--- config.mk ---
export PLATFORM = sky130hd
export DESIGN_NAME = alu_cmd_driver
export DESIGN_NICKNAME = d
export VERILOG_FILES = /design/src/rtl/alu_cmd_driver.sv
export SDC_FILE = /design/constraint.sdc
export NUM_CORES = 1
export LEC_CHECK = 0
export BUFFER_PORTS_ARGS = -buffer_cell sky130_fd_sc_hd__buf_2
export CAP_MARGIN = 10
export CELL_PAD_IN_SITES_DETAIL_PLACEMENT = 1
export CELL_PAD_IN_SITES_GLOBAL_PLACEMENT = 1
export CORE_MARGIN = 1.5
export CORE_UTILIZATION = 35
export DETAILED_ROUTE_END_ITERATION = 8
export PLACE_DENSITY = 0.67
export SYNTH_ARGS = -nofsm -noshare
export SYNTH_HDL_FRONTEND = slang
export SYNTH_SLANG_ARGS = --single-unit
--- constraint.sdc ---
create_clock -name clk -period 6.6 [get_ports clk]
set_input_delay 0.33 -clock clk [delete_from_list [all_inputs] [get_ports clk]]
set_output_delay 0.33 -clock clk [all_outputs]
set_load 0.02 [all_outputs]
--- src/rtl/alu_cmd_driver.sv ---
// Initiator for the registered 4-bit ALU: buffers commands in a FIFO,
// sequences them onto the ALU ports and returns captured results.
module alu_cmd_driver #(
  parameter int FIFO_DEPTH = 4,
  parameter int CNT_W      = 16
) (
  input  logic             clk,
  input  logic             rst,
  input  logic             cmd_valid,
  output logic             cmd_ready,
  input  logic [3:0]       cmd_op,
  input  logic [3:0]       cmd_a,
  input  logic [3:0]       cmd_b,
  output logic [3:0]       alu_a,
  output logic [3:0]       alu_b,
  output logic [3:0]       alu_select,
  input  logic [15:0]      alu_result,
  output logic             res_valid,
  input  logic             res_ready,
  output logic [15:0]      res_data,
  output logic [3:0]       res_op,
  output logic             res_err,
  output logic             busy,
  output logic [CNT_W-1:0] ops_done
);

  localparam int AW = $clog2(FIFO_DEPTH);
  localparam logic [AW:0] DEPTH = (AW+1)'(FIFO_DEPTH);
  localparam logic [3:0] OP_DIV = 4'd4;

  typedef struct packed {
    logic [3:0] op;
    logic [3:0] a;
    logic [3:0] b;
  } cmd_t;

  typedef enum logic [1:0] {
    IDLE,
    WAIT,
    CAPTURE
  } state_e;

  cmd_t mem_q [FIFO_DEPTH];
  cmd_t cmd_in;
  cmd_t head;

  logic [AW:0] wr_q, wr_d;
  logic [AW:0] rd_q, rd_d;
  logic [AW:0] cnt;
  logic        empty;
  logic        full;
  logic        push;
  logic        pop;
  logic        slot_free;
  logic        div0;

  state_e      state_q, state_d;
  logic [3:0]  op_q, op_d;
  logic [3:0]  alu_a_q, alu_a_d;
  logic [3:0]  alu_b_q, alu_b_d;
  logic [3:0]  alu_sel_q, alu_sel_d;
  logic        res_valid_q, res_valid_d;
  logic [15:0] res_data_q, res_data_d;
  logic [3:0]  res_op_q, res_op_d;
  logic        res_err_q, res_err_d;
  logic [CNT_W-1:0] ops_q, ops_d;

  always_comb begin
    cmd_in    = '{op: cmd_op, a: cmd_a, b: cmd_b};
    cnt       = wr_q - rd_q;
    empty     = (cnt == '0);
    full      = (cnt == DEPTH);
    head      = mem_q[rd_q[AW-1:0]];
    slot_free = !res_valid_q || res_ready;
    push      = cmd_valid && !full;
    pop       = (state_q == IDLE) && !empty && slot_free;
    div0      = (head.op == OP_DIV) && (head.b == 4'd0);
    wr_d      = wr_q + (AW+1)'(push);
    rd_d      = rd_q + (AW+1)'(pop);
  end

  always_ff @(posedge clk or negedge rst) begin
    if (!rst) begin
      for (int i = 0; i < FIFO_DEPTH; i++) begin
        mem_q[i] <= '0;
      end
    end else if (push) begin
      mem_q[wr_q[AW-1:0]] <= cmd_in;
    end
  end

  always_comb begin
    state_d     = state_q;
    op_d        = op_q;
    alu_a_d     = alu_a_q;
    alu_b_d     = alu_b_q;
    alu_sel_d   = alu_sel_q;
    res_valid_d = res_valid_q;
    res_data_d  = res_data_q;
    res_op_d    = res_op_q;
    res_err_d   = res_err_q;
    ops_d       = ops_q;

    if (res_valid_q && res_ready) begin
      res_valid_d = 1'b0;
      ops_d       = ops_q + CNT_W'(1);
    end

    unique case (state_q)
      IDLE: begin
        if (pop) begin
          if (div0) begin
            // trapped locally; the ALU never sees a zero divisor
            res_valid_d = 1'b1;
            res_data_d  = 16'hFFFF;
            res_op_d    = OP_DIV;
            res_err_d   = 1'b1;
          end else begin
            alu_a_d   = head.a;
            alu_b_d   = head.b;
            alu_sel_d = head.op;
            op_d      = head.op;
            state_d   = WAIT;
          end
        end
      end
      WAIT: begin
        alu_sel_d = 4'd0;
        state_d   = CAPTURE;
      end
      CAPTURE: begin
        res_valid_d = 1'b1;
        res_data_d  = alu_result;
        res_op_d    = op_q;
        res_err_d   = 1'b0;
        state_d     = IDLE;
      end
      default: begin
        state_d = IDLE;
      end
    endcase
  end

  always_ff @(posedge clk or negedge rst) begin
    if (!rst) begin
      wr_q        <= '0;
      rd_q        <= '0;
      state_q     <= IDLE;
      op_q        <= '0;
      alu_a_q     <= '0;
      alu_b_q     <= '0;
      alu_sel_q   <= '0;
      res_valid_q <= 1'b0;
      res_data_q  <= '0;
      res_op_q    <= '0;
      res_err_q   <= 1'b0;
      ops_q       <= '0;
    end else begin
      wr_q        <= wr_d;
      rd_q        <= rd_d;
      state_q     <= state_d;
      op_q        <= op_d;
      alu_a_q     <= alu_a_d;
      alu_b_q     <= alu_b_d;
      alu_sel_q   <= alu_sel_d;
      res_valid_q <= res_valid_d;
      res_data_q  <= res_data_d;
      res_op_q    <= res_op_d;
      res_err_q   <= res_err_d;
      ops_q       <= ops_d;
    end
  end

  assign cmd_ready  = !full;
  assign alu_a      = alu_a_q;
  assign alu_b      = alu_b_q;
  assign alu_select = alu_sel_q;
  assign res_valid  = res_valid_q;
  assign res_data   = res_data_q;
  assign res_op     = res_op_q;
  assign res_err    = res_err_q;
  assign busy       = (state_q != IDLE) || !empty;
  assign ops_done   = ops_q;

endmodule
# Word-level counts from Yosys, hierarchy flattened
# Cells that the tools add are included.
# word_totals
regBits	110
inputBits	32
output_inout_bits	52
word_cells	87
# op_classes
n_addsub	4
order_cmp	3
eq_ne	7
n_mux	25
bitwise	3
reduce_logical	21
# ops
op	n
bitwise mux 48 bit	1
2-to-1 mux 12 bit	3
2-to-1 mux 16 bit	2
one-hot mux 16 bit (2 select lines)	1
binary-select mux 12 bit (select 2 bit)	1
demux 12 bit (select 2 bit)	1
adder 16 x 1 -> 16 bit, second input constant	1
2-to-1 mux 4 bit	4
one-hot mux 4 bit (2 select lines)	2
AND reduction 3 bit	3
adder 3 x 1 -> 3 bit	2
>= comparator 3 bit, second input constant	2
logical AND 1 bit	6
inequality test 2 bit, second input constant	3
inverter 2 -> 3 bit	2
nonzero test 2 bit	3
2-to-1 mux 1 bit	5
== test 4 x 3 -> 1 bit, second input constant	1
zero test 4 bit	1
2-to-1 mux 2 bit	2
one-hot mux 1 bit (2 select lines)	2
one-hot mux 2 bit (2 select lines)	1
== test 3 bit, second input constant	1
zero test 1 bit	3
9 further kinds	10

# Depth between registers and ports, before layout
# depth
word_depth	9
mapped_depth	10
ltp_nobuf	9

# Worst setup path before layout
# OpenSTA, ideal clock, no wires.
# synth_timing
path_type	register to register
from	register rd_q[1]
to	register alu_a_q[0] (netlist: alu_a[0])
setup_time_ps	125
arrival_ps	2345
required_time_ps	6475
slack_ps	4130
path_stages_with_launch	10
n_path_buf	2
period_less_slack_ps	2470
path_cell_list	dfrtp_1 buf_1 inv_1 ha_1 nor2b_1 xnor2_1 o211ai_1 nand2b_2 buf_4 mux2_2
# synth_via
elab_chain_cells	8
word_cells_on_any_way	14
classes_between	add/sub: 1; eq/ne: 1; mux: 3; bitwise: 2; reduce/logical: 7
# synth_lines
item	line	text
start: declaration	48	logic [AW:0] rd_q, rd_d;
start signal: assignment	160	rd_q <= rd_d;
inverter 2 -> 3 bit (not written as such)	73	head = mem_q[rd_q[AW-1:0]];
binary-select mux 12 bit (select 2 bit)	73	
2-to-1 mux 12 bit (not written as such) (2 in a row)	73	
== test 4 x 3 -> 1 bit or zero test 4 bit (tied branches)	77	div0 = (head.op == OP_DIV) && (head.b == 4'd0);
logical AND 1 bit	77	
inverter 1 bit (no line)	-	
AND reduction 3 bit (no line)	-	
end signal: assignment	163	alu_a_q <= alu_a_d;
end: declaration	59	logic [3:0] alu_a_q, alu_a_d;
# Several ways; a longest one is shown, not always the timed one. The select of a mux whose other input is x is not followed.
# A chain may end at the register's enable or synchronous reset.

# Final worst setup path
# layout_timing
from	register rd_q[0]
to	register mem_q[17] (netlist name)
# layout_via
elab_chain_cells	4
# layout_lines
item	line	text
subtractor 3 bit	70	cnt = wr_q - rd_q;
== test 3 bit	72	full = (cnt == DEPTH);
zero test 1 bit	75	push = cmd_valid && !full;
logical AND 1 bit	75	
end signal: indexed assignment	88	mem_q[wr_q[AW-1:0]] <= cmd_in;
end: declaration	43	cmd_t mem_q [FIFO_DEPTH];
# Every way passes these cells.

==> results <==
- The critical path goes through ha_1 > nor2b_1 > xor2_1 > o21ai_0 > inv_1 > nand3_1 > mux2_2.
- Counting both buffers and inverters, the worst setup path holds a total of 1.
- Clock tree synthesis inserted a total of 9 buffers.
- Summing the areas of all compound-gate instances in the mapped netlist gives 4.33% of the synthesized area.
- The sort of element at the end of the critical path is a flip-flop.
- STA puts the critical path data required time at 6.83 ns.
- The worst reg-to-reg setup slack is 3.46 ns.
- The total congestion overflow after global routing is 0.
- The number of max-slew violations in the final report is 0.
- The filler cell count is 1439.
- The final routed wire length divided by cell count is 16.7 µm.
- The capturing point of the worst reg2reg path is mem_q[17].
- After Yosys synthesis, and, or, nand and nor cells account for 8.88% of the synthesized area.
- The share of final-layout standard cells stronger than drive strength 1 is 39.8%.
- The met1 layer wirelength in the final routing is 4800 µm.
- The final-report hold violation count is 0.
- The dominant combinational cell family by area after synthesis is multiplexers.
- Setup violations remaining at the end of the flow were counted as 0.
- The most used flip-flop cell after synthesis is sky130_fd_sc_hd__dfrtp_1.
- The weighted congestion at the end of routability-driven global placement is 0.715.
- The cell count after placement is 600.
- Setup repair after global routing left no endpoint under its margin.
- Power spread over the standard cell area amounts to 541 nW/µm².
- The synthesized-area fraction occupied by xor and xnor cells is 3.74%.
- The headroom to the max-slew limit is 43.4%.
- In this run the standard cell core region covers 13100 µm².
- The origin of the critical flop-to-flop path is rd_q[0].
- The number of hold buffers added after cts is 0.
- The number of register bits inferred by synthesis is 110.
- The number of optimization iterations in the first detailed-route pass is 3.
- The setup slack after placement is 3.37 ns.
- The die covers 14100 µm².
- The minimum clock period is 3.14 ns.
- The overall track demand over capacity in global routing is 16.0%.
- The count of non-filler cells in the finished layout is 616.
- The die span in y is 119 µm.
- The area occupied by multi-input gates is 1810 µm².
- The pin count of the biggest net entering global routing is 57.
- The synthesized netlist devotes 1.87% of its cell area to adder and majority cells.
- The worst setup path is of the reg -> reg kind.
- In this run the worst setup path terminates at mem_q[17].
- The width of the die is 119 µm.
- The proportion of register bits with asynchronous set or reset after synthesis is 100%.
- Counting flops with a built-in enable in the synthesized netlist gives 0.
- The run finished with clean final reports.
- The detailed router finished its first iteration with 89 violations.
- The number of vias per cell after detailed routing is 4.94.
- The maximum single-stage delay on the critical path is 0.90 ns.
- The net count of the finished layout is 474.
- The first-pass GRT wire length is 17600 µm.
- The post-route antenna net violation count is 0.
- Between clock sinks in the finished design, the worst skew comes to 0.00496 ns.
- Per report_power, the sequential group accounts for 40.0% of the total.
- The largest buffer count on any clock path is 2.
- The clock-pin slew on the worst setup and hold paths is 0.07 ns.
- The average footprint of a synthesized cell is 13.3 µm².
- The completed layout was analyzed and its total power is 3.02 mW.
- After routing, the total negative slack on setup checks comes to 0 ns.
- In this run the clock root is driven by a sky130_fd_sc_hd__clkbuf_16.
- The detailed-routed wire length on met2 is 4920 µm.
- The critical path runs through a total of 7 cells.
- The initial antenna violation count is 0.
- The number of cells on the worst reg-to-reg path is 7.
- The number of different library cells used by synthesis comes to 38.
- The count of standard-cell rows is 42.
- The maximum vdd ir drop is 0.235 mV.
- Across the run, the number of max-cap violations was 0.
- In this run the biggest area consumer among cell types represents 58.8% of the synthesized area.
- The total nets after synthesis is 391.
- Cells fill 42.5% of the core in the end.
- The highest layer used for signal routing is met4.
- The critical-path maximum fanout is 14.
- After clock tree synthesis, the setup repair step added 0 buffers.
- The switching power is 1.09 mW.
- The worst setup path is launched from a flip-flop.
- The area growth from synthesis to layout is 19.3%.
- The TritonCTS sink count is 110.
- Post-CTS repair changed the size of 0 cells.
- The clock reaches the later pin of the worst-skew pair after 0.35 ns.
- Cell internal power was estimated by the tool at 1.93 mW.
- The largest individual stage delay along the critical path comes from the cell sky130_fd_sc_hd__dfrtp_1.
- The cell accounting for the most synthesized area is sky130_fd_sc_hd__dfrtp_1.
- Detailed placement ended at an HPWL of 7170 µm.
- Ranked by total cell area, the synthesized netlist is headed by sky130_fd_sc_hd__dfrtp_1, sky130_fd_sc_hd__mux2_2, sky130_fd_sc_hd__mux4_2.
- The share of synthesized area spent on multiplexers is 20.0%.
- The final worst hold slack is 0.0263 ns.
- TritonCTS built the clock tree.
- Combinational logic burns 41.0% of the power.
- Timing would allow up to 0.319 GHz.
- The detailed router placed 3043 vias in this run.
- The portion of the post-synthesis area used by sequential elements is 58.8%.
- 0 antenna diodes ended up in the layout.
- The number of port buffers is 83.
- The clock network accounts for 19.0% of the total power.
- The initial utilization of the core area, before any placement, comes to 35.6%.
- The category of cells accounting for the largest share of critical-path delay is flip-flops.
- In this run switching power makes up 36.0% of total power.
- The number of warnings issued by yosys is 0.
- In the synthesized netlist, the number of instances is 352.
- The post-detailed-placement cell area is 5260 µm².
- The worst-margin pin slew is 0.849 ns.
- The post-route fraction of the period consumed by the critical path is 47.5%.
- The worst setup margin is 3.46 ns.
- With fillers left out, the area of the finished cells amounts to 5580 µm².
- Summed over all nets, wire length on met3 after detailed routing comes to 424 µm.
- For this block, the routed nets add up to 10300 µm of wire.
- In the final layout, flip-flops and latches occupy 2750 µm².
- The analysis attributes to cell leakage a power of 2.61 nW.
- The data arrival at the endpoint of the critical path is 3.37 ns.
- 84 I/O pins were placed.
- The total standard cell area after synthesis is 4680 µm².
- The H-tree depth reported by CTS is 3.
- The path class of the tightest hold or removal check is in -> async.
- The via count of the first global-routing pass is 3280.
- The source of the critical timing path is rd_q[0].
- After detailed routing, the number of remaining DRC violations is 0.
==> layer usage <==
layer / up-vias / global-route usage, %
met5: - / 0
met2: 68 / 26.0
met3: 12 / 4.15
met4: 0 / 4.74
li1: 1391 / -
met1: 1572 / 21.2
==> placed cells by master, fill, tap and decap left out, types with 3 or more instances in the layout <==
cell type,n
sky130_fd_sc_hd__a211o_1,3
sky130_fd_sc_hd__a21o_1,3
sky130_fd_sc_hd__a21oi_1,19
sky130_fd_sc_hd__and2_1,7
sky130_fd_sc_hd__buf_2,82
sky130_fd_sc_hd__buf_4,4
sky130_fd_sc_hd__clkbuf_16,9
sky130_fd_sc_hd__clkbuf_8,4
sky130_fd_sc_hd__dfrtp_1,110
sky130_fd_sc_hd__ha_1,7
sky130_fd_sc_hd__inv_1,9
sky130_fd_sc_hd__mux2_2,58
sky130_fd_sc_hd__mux4_2,12
sky130_fd_sc_hd__nand2_1,13
sky130_fd_sc_hd__nand3_1,5
sky130_fd_sc_hd__nand4_1,3
sky130_fd_sc_hd__nor2_1,41
sky130_fd_sc_hd__nor2b_1,5
sky130_fd_sc_hd__nor3_1,3
sky130_fd_sc_hd__xnor2_1,11
sky130_fd_sc_hd__xor2_1,9
==> kinds of logic (layout without fill, tap and decap cells) <==
kind of cell / count (synthesis) / after routing
fa+ha+maj: 7 / 7
buf+inv: 23 / 111
compound gates: 33 / 33
xor+xnor: 20 / 20
mux: 71 / 71
flops: 110 / 110
simple gates: 88 / 88
==> state kept, by name (all words and copies together) (netlist names) <==
name / cells
alu_a: 4
alu_b: 4
alu_select: 4
mem_q: 48
op_q: 4
ops_done: 16
rd_q: 3
res_data: 16
res_err: 1
res_op: 4
res_valid: 1
state_q: 2
wr_q: 3
==> synth_stat cells, types with 2 or more instances <==
cell,instances
sky130_fd_sc_hd__a31o_1,2
sky130_fd_sc_hd__nand4_1,3
sky130_fd_sc_hd__dfrtp_1,110
sky130_fd_sc_hd__xor2_1,9
sky130_fd_sc_hd__nor2b_1,5
sky130_fd_sc_hd__nor2_1,41
sky130_fd_sc_hd__buf_6,2
sky130_fd_sc_hd__inv_1,9
sky130_fd_sc_hd__a211o_1,3
sky130_fd_sc_hd__buf_2,5
sky130_fd_sc_hd__and3_1,2
sky130_fd_sc_hd__ha_1,7
sky130_fd_sc_hd__clkbuf_1,5
sky130_fd_sc_hd__nand2_1,13
sky130_fd_sc_hd__a21o_1,3
sky130_fd_sc_hd__nor3_1,3
sky130_fd_sc_hd__and2_1,7
sky130_fd_sc_hd__mux4_2,12
sky130_fd_sc_hd__xnor2_1,11
sky130_fd_sc_hd__a21oi_1,19
sky130_fd_sc_hd__mux2_2,58
sky130_fd_sc_hd__nand2b_1,2
sky130_fd_sc_hd__o21ai_0,2
sky130_fd_sc_hd__nand3_1,5
==> area by class of cell <==
type	count	share of cell area, %
sequential	110	49.3
timing repair buffer	86	7.89
clock inverter	2	0.672
tap	176	3.94
clock buffer	14	5.09
inverter	9	0.605
multi-input combinational	219	32.5
==> worst min path at each step <==
stage,slack (ns),end,start
4_1_cts,0.05,res_data[6],rst
3_5_place_dp,0.43,res_data[6],rst
6_report,0.03,alu_select[0],rst
2_1_floorplan,0.03,alu_a[0],rst
3_3_place_gp,0.42,res_data[6],rst
5_1_grt,0.08,res_data[6],rst
==> power groups by stage <==
stage,clock network (mW),logic [mW],registers (mW)
after floorplan,0,0.819,1.28
after global placement,0,1.21,1.21
after detailed placement,0,1.26,1.23
after CTS,0.591,1.26,1.22
after global routing,0.618,1.36,1.26
final,0.575,1.24,1.21
No activity file was read; power rests on OpenSTA's default activity.
